File: config.mk
export PLATFORM = sky130hd
export DESIGN_NAME = lcd_scanner_flat
export DESIGN_NICKNAME = d
export VERILOG_FILES = /design/src/rtl/lcd_pkg.sv /design/src/rtl/lcd_scanner_if.sv /design/src/rtl/lcd_scanner_frame_store.sv /design/src/rtl/lcd_scanner.sv /design/src/flat_wrapper.sv
export SDC_FILE = /design/constraint.sdc
export NUM_CORES = 1
export LEC_CHECK = 0
export ABC_AREA = 1
export BUFFER_PORTS_ARGS = -buffer_cell sky130_fd_sc_hd__buf_2
export CAP_MARGIN = 20
export CORE_UTILIZATION = 30
export DETAILED_ROUTE_END_ITERATION = 7
export PLACE_DENSITY = 0.55
export SLEW_MARGIN = 30
export SYNTH_ARGS = -nofsm -noshare
export SYNTH_HDL_FRONTEND = slang
export SYNTH_SLANG_ARGS = --single-unit
export TNS_END_PERCENT = 1
File: constraint.sdc
create_clock -name clk -period 1.35 [get_ports clk]
set_input_delay 0.2025 -clock clk [delete_from_list [all_inputs] [get_ports clk]]
set_output_delay 0.2025 -clock clk [all_outputs]
set_load 0.05 [all_outputs]
File: src/rtl/lcd_pkg.sv
// Shared types and address layout for the LCD segment scanner.
// A frame is stored row-major per common line: bit index = {h, bank, seg}.
package lcd_pkg;
   typedef enum logic [1:0] {IDLE, SETTLE, SAMPLE, COMMIT} state_e;

   localparam int NUM_H         = 4;
   localparam int NUM_SEG       = 16;
   localparam int ROW_W         = 2 * NUM_SEG;
   localparam int FRAME_W       = NUM_H * ROW_W;
   localparam int ADDR_W        = 7;
   localparam int ADDR_SEG_LSB  = 0;
   localparam int ADDR_SEG_MSB  = 3;
   localparam int ADDR_H_LSB    = 4;
   localparam int ADDR_H_MSB    = 5;
   localparam int ADDR_BANK_BIT = 6;

   // rd_addr is {bank, h, seg}; storage rows are {bank B, bank A} per h.
   function automatic logic [ADDR_W-1:0] frame_idx(input logic [ADDR_W-1:0] addr);
      return {addr[ADDR_H_MSB:ADDR_H_LSB], addr[ADDR_BANK_BIT], addr[ADDR_SEG_MSB:ADDR_SEG_LSB]};
   endfunction
endpackage

File: src/rtl/lcd_scanner_if.sv
// Frame read port: one request per cycle, data returned one cycle later.
interface lcd_rd_if;
   logic       rd_req;
   logic [6:0] rd_addr;
   logic       rd_valid;
   logic       rd_data;

   modport master (output rd_req, rd_addr, input rd_valid, rd_data);
   modport slave  (input rd_req, rd_addr, output rd_valid, rd_data);
endinterface

File: src/rtl/lcd_scanner_frame_store.sv
// Committed frame buffer: atomic 128-bit load, 1-cycle registered bit read.
module lcd_frame_store
   import lcd_pkg::*;
(
   input  logic               clk,
   input  logic               reset_n,
   input  logic               load,
   input  logic [FRAME_W-1:0] load_data,
   lcd_rd_if.slave            rd
);
   logic [FRAME_W-1:0] frame_d, frame_q;
   logic               rd_valid_d, rd_valid_q;
   logic               rd_data_d, rd_data_q;

   // Read uses frame_q, so a read on the load cycle returns the old frame.
   always_comb begin
      frame_d    = load ? load_data : frame_q;
      rd_valid_d = rd.rd_req;
      rd_data_d  = rd.rd_req ? frame_q[frame_idx(rd.rd_addr)] : 1'b0;
   end

   always_ff @(posedge clk) begin
      if (!reset_n) begin
         frame_q    <= '0;
         rd_valid_q <= 1'b0;
         rd_data_q  <= 1'b0;
      end else begin
         frame_q    <= frame_d;
         rd_valid_q <= rd_valid_d;
         rd_data_q  <= rd_data_d;
      end
   end

   assign rd.rd_valid = rd_valid_q;
   assign rd.rd_data  = rd_data_q;
endmodule

File: src/rtl/lcd_scanner.sv
// Steps the common line on each accepted tick, samples both segment banks
// after a settle delay, and commits a full 4-row frame atomically.
module lcd_scanner
   import lcd_pkg::*;
#(
   parameter int unsigned SETTLE_CYCLES = 2
) (
   input  logic         clk,
   input  logic         reset_n,
   input  logic         tick,
   input  logic         lcd_on,
   input  logic [15:0]  segment_a,
   input  logic [15:0]  segment_b,
   output logic [1:0]   lcd_h,
   output logic         frame_done,
   lcd_rd_if.slave      rd
);
   localparam logic [3:0] SETTLE_LAST = 4'(SETTLE_CYCLES - 1);

   state_e                        state_d, state_q;
   logic [3:0]                    cnt_d, cnt_q;
   logic [1:0]                    lcd_h_d, lcd_h_q;
   logic                          frame_done_d, frame_done_q;
   logic [NUM_H-1:0][ROW_W-1:0]   shadow_d, shadow_q;

   always_comb begin
      state_d      = state_q;
      cnt_d        = cnt_q;
      lcd_h_d      = lcd_h_q;
      shadow_d     = shadow_q;
      frame_done_d = 1'b0;
      case (state_q)
         IDLE: if (tick) begin
            state_d = SETTLE;
            cnt_d   = '0;
         end
         SETTLE: if (cnt_q == SETTLE_LAST) state_d = SAMPLE;
                 else                      cnt_d   = cnt_q + 4'd1;
         SAMPLE: begin
            shadow_d[lcd_h_q] = lcd_on ? {segment_b, segment_a} : '0;
            // frame_done is registered, so raise it on entry to COMMIT.
            if (lcd_h_q == 2'(NUM_H - 1)) begin
               state_d      = COMMIT;
               frame_done_d = 1'b1;
            end else begin
               lcd_h_d = lcd_h_q + 2'd1;
               state_d = IDLE;
            end
         end
         COMMIT: begin
            lcd_h_d = '0;
            state_d = IDLE;
         end
         default: state_d = IDLE;
      endcase
   end

   always_ff @(posedge clk) begin
      if (!reset_n) begin
         state_q      <= IDLE;
         cnt_q        <= '0;
         lcd_h_q      <= '0;
         frame_done_q <= 1'b0;
         shadow_q     <= '0;
      end else begin
         state_q      <= state_d;
         cnt_q        <= cnt_d;
         lcd_h_q      <= lcd_h_d;
         frame_done_q <= frame_done_d;
         shadow_q     <= shadow_d;
      end
   end

   assign lcd_h      = lcd_h_q;
   assign frame_done = frame_done_q;

   lcd_frame_store u_store (
      .clk       (clk),
      .reset_n   (reset_n),
      .load      (state_q == COMMIT),
      .load_data (shadow_q),
      .rd        (rd)
   );
endmodule
File: src/flat_wrapper.sv
// flat-port wrapper written by rule: the top's interface ports become plain ports
module lcd_scanner_flat import lcd_pkg::*;
#(
   parameter int unsigned SETTLE_CYCLES = 2
)
  (clk, reset_n, tick, lcd_on, segment_a, segment_b, lcd_h, frame_done, rd_rd_req, rd_rd_addr, rd_rd_valid, rd_rd_data);
  lcd_rd_if rd_i ();
  input  logic clk;
  input  logic reset_n;
  input  logic tick;
  input  logic lcd_on;
  input  logic [15:0] segment_a;
  input  logic [15:0] segment_b;
  output logic [1:0] lcd_h;
  output logic frame_done;
  input wire logic [$bits(rd_i.rd_req)-1:0] rd_rd_req;
  input wire logic [$bits(rd_i.rd_addr)-1:0] rd_rd_addr;
  output wire logic [$bits(rd_i.rd_valid)-1:0] rd_rd_valid;
  output wire logic [$bits(rd_i.rd_data)-1:0] rd_rd_data;
  assign rd_i.rd_req = rd_rd_req;
  assign rd_i.rd_addr = rd_rd_addr;
  assign rd_rd_valid = rd_i.rd_valid;
  assign rd_rd_data = rd_i.rd_data;
  lcd_scanner #(.SETTLE_CYCLES(SETTLE_CYCLES)) u_core (.clk(clk), .reset_n(reset_n), .tick(tick), .lcd_on(lcd_on), .segment_a(segment_a), .segment_b(segment_b), .lcd_h(lcd_h), .frame_done(frame_done), .rd(rd_i));
endmodule
==> flow_summary.toml <==
[routing]
vias = 9281
drtAntennaViolNets = 0
dr.pass1.iters = 5
drt_wl_total_mm = 31.1
wire_per_inst_um = 16.4
drt_iter0_drc = 697
vias_per_cell = 4.89
remaining_drc_errors = 0

[clock_tree]
cts_tree = "done"
postCtsSetupBuffers = 0
numCtsBuffers = 27
cts_buffer_depth = 3
h-tree-depth = 1
cts-root-buf = "clkbuf_16"
clkTransAtPathRegs_ns = 0.06
clock-sinks = 267
clkLatencyLatePin_ns = 0.53

[logic_synthesis]
synth.area.top_cells = "dfxtp_1, o21ai_0, a21oi_1"
yosys_warnings = 0
synth_edf_count = 0
synth_seq_area_share = 0.512
synth.avg_cell_area_um2 = 7.47
ys_ff_latch = 267
syn_area_mm2 = 0.0104
yosys.area.top_type_share = 0.512
synth_ff_type = "dfxtp_1"
synth_nets = 1449
synth.most_common_cell = "dfxtp_1"
synth_cell_types = 22
synth_common_cells = "dfxtp_1, o21ai_0, nand2_1, nor2_1, a21oi_1"
synth_top_area_cell = "dfxtp_1"
ys_async_sr_fraction = 0
syn-instance-count = 1399

[grt]
grt_pass1_wl_mm = 49.2
grt_usage = 0.175
grt_overflow = 0
antenna_found_initial = 0
grt_pass1_vias = 8619
grt_max_degree = 81

[critical_path]
crit_slowest_cell = "dfxtp_4"
crit_chain = "buf_2"
cpLargestDelayFamily = "flip-flops"
worstSetupStartpointType = "register"
required_ns = 1.15
worst-path-buf-inv = 1
end_kind = "output pin"
cp_slowest_stage_delay_ns = 0.35
critPathMaxFanout = 4
crit_type = "reg2out"
crit_arrival_ns = 1.15

[die]
die_height_um = 189
io_pins = 49
initial_core_util = 0.308
core_mm2 = 0.0339
die_w_um = 189
row_count = 67
die-area_mm2 = 0.0356

[layout]
area_delta_synth_final_pct = 21.7
final_cells = 1898
regArea_mm2 = 0.00536
fillers = 3542
drive_gt1_frac = 0.130
multiInputGateArea_mm2 = 0.00444
antenna_cells = 0
final_nets = 1480

[placement]
dpl.hpwl_mm = 20.5
dp.cells = 1843
numPortBuffers = 48
globalplace.congestion = 0.794

[sta]
rsz0062_at_grt = "yes"
hold_viol_final = 0
relSlewSlack = 0.739
clock_skew_ns = 0.00798
setup_viol = 0
tightest_slew_ns = 0.391
max_freq_mhz = 741
slew_viol_final = 0
whs_ns = 0.0217
fin_crit_ns = 1.35
fin_crit_sh = 1.00

[power]
p_per_area_mw_per_mm2 = 1380
vdd_drop_max_v = 0.000890
cellLeakagePower_nw = 4.87

[worst_hold_path]
min_path_type = "in2reg"

[run_status]
status = "completed"

[run]
cap_viol_max_count = 0
## path summary, 6_finish.rpt
| path | startpoint | endpoint | slack (ns) | cells after the start |
|---|---|---|---|---|
| max | u_core.lcd_h[1] | lcd_h[1] | 0.0006 | 1 |
| min | reset_n | u_core.u_store.frame_q[51] | 0.02 | 3 |
| max reg2reg | u_core.lcd_h[1] | u_core.shadow_q[36] | 0.0006 | 7 |
| min reg2reg | u_core.shadow_q[125] | u_core.u_store.frame_q[125] | 0.44 | 2 |
## routing by layer
layer,wire [um],track usage
met5,0,0
met4,667,0.0450
met3,1500,0.0227
met2,14100,0.284
met1,14800,0.244
## flip-flops by register name (all words and copies together), names as in the netlist
| signal | flops |
|---|---|
| u_core.shadow_q | 128 |
| u_core.u_store.frame_q | 128 |
| u_core.cnt_q | 4 |
| u_core.lcd_h | 2 |
| u_core.state_q | 2 |
| u_core.frame_done | 1 |
| u_core.u_store.rd.rd_data | 1 |
| u_core.u_store.rd.rd_valid | 1 |
## logic make-up after synthesis
kind of cell             Yosys count  share of synthesized area
AND/OR/NAND/NOR                  531                      0.206
AO/OA/AOI/OAI                    419                      0.201
flip-flops                       267                      0.512
buffers and inverters            176                     0.0737
adder cells (fa/ha/maj)            6                    0.00719
## where the power goes
part | switching (mW) | total [mW] | internal (mW)
Clock | 3.13 | 8.48 | 5.36
Sequential | 0.0399 | 7.98 | 7.94
Combinational | 0.695 | 1.07 | 0.377
## through the flow
step           utilization  power, mW  area (um^2)  setup TNS [ns]  setup slack (ns)
4_1_cts              0.373       17.7        12600          -0.427           -0.0295
6_report             0.375       17.5        12700               0          0.000577
3_3_place_gp         0.339       9.18        11500          -0.496            -0.270
2_1_floorplan            -       8.75        10500          -0.441           -0.0137
5_1_grt              0.375       18.1        12700           -2.87           -0.0929
3_5_place_dp         0.339       9.19        11500          -0.874            -0.229
## final cells by class
class | instances | share of cell area
well taps | 448 | 0.0441
multi-input cells | 956 | 0.349
flip-flops and latches | 267 | 0.421
repair buffers | 108 | 0.0835
inverters | 70 | 0.0215
clock inverters | 9 | 0.0154
clock buffers | 40 | 0.0649
## what timing repair did
item                                    CTS  global route
resized for setup                        12            74
gates cloned                              1             0
hold buffers                              5             0
hold endpoints to repair                  8             0
pin swaps                                 0             2
endpoints found under the setup margin   47           140
## placed cells by master, fill, tap and decap left out, types with 8 or more instances in the layout
master and instances:
inv_1 62, buf_12 25, o21ai_2 9, nor2_1 201, o21ai_1 43, nand3_1 112
a21oi_1 165, clkbuf_8 8, buf_4 28, clkbuf_16 28, nand2_1 197, dfxtp_1 263
o21ai_0 198, buf_2 45
Power figures use the tool's default switching activity.
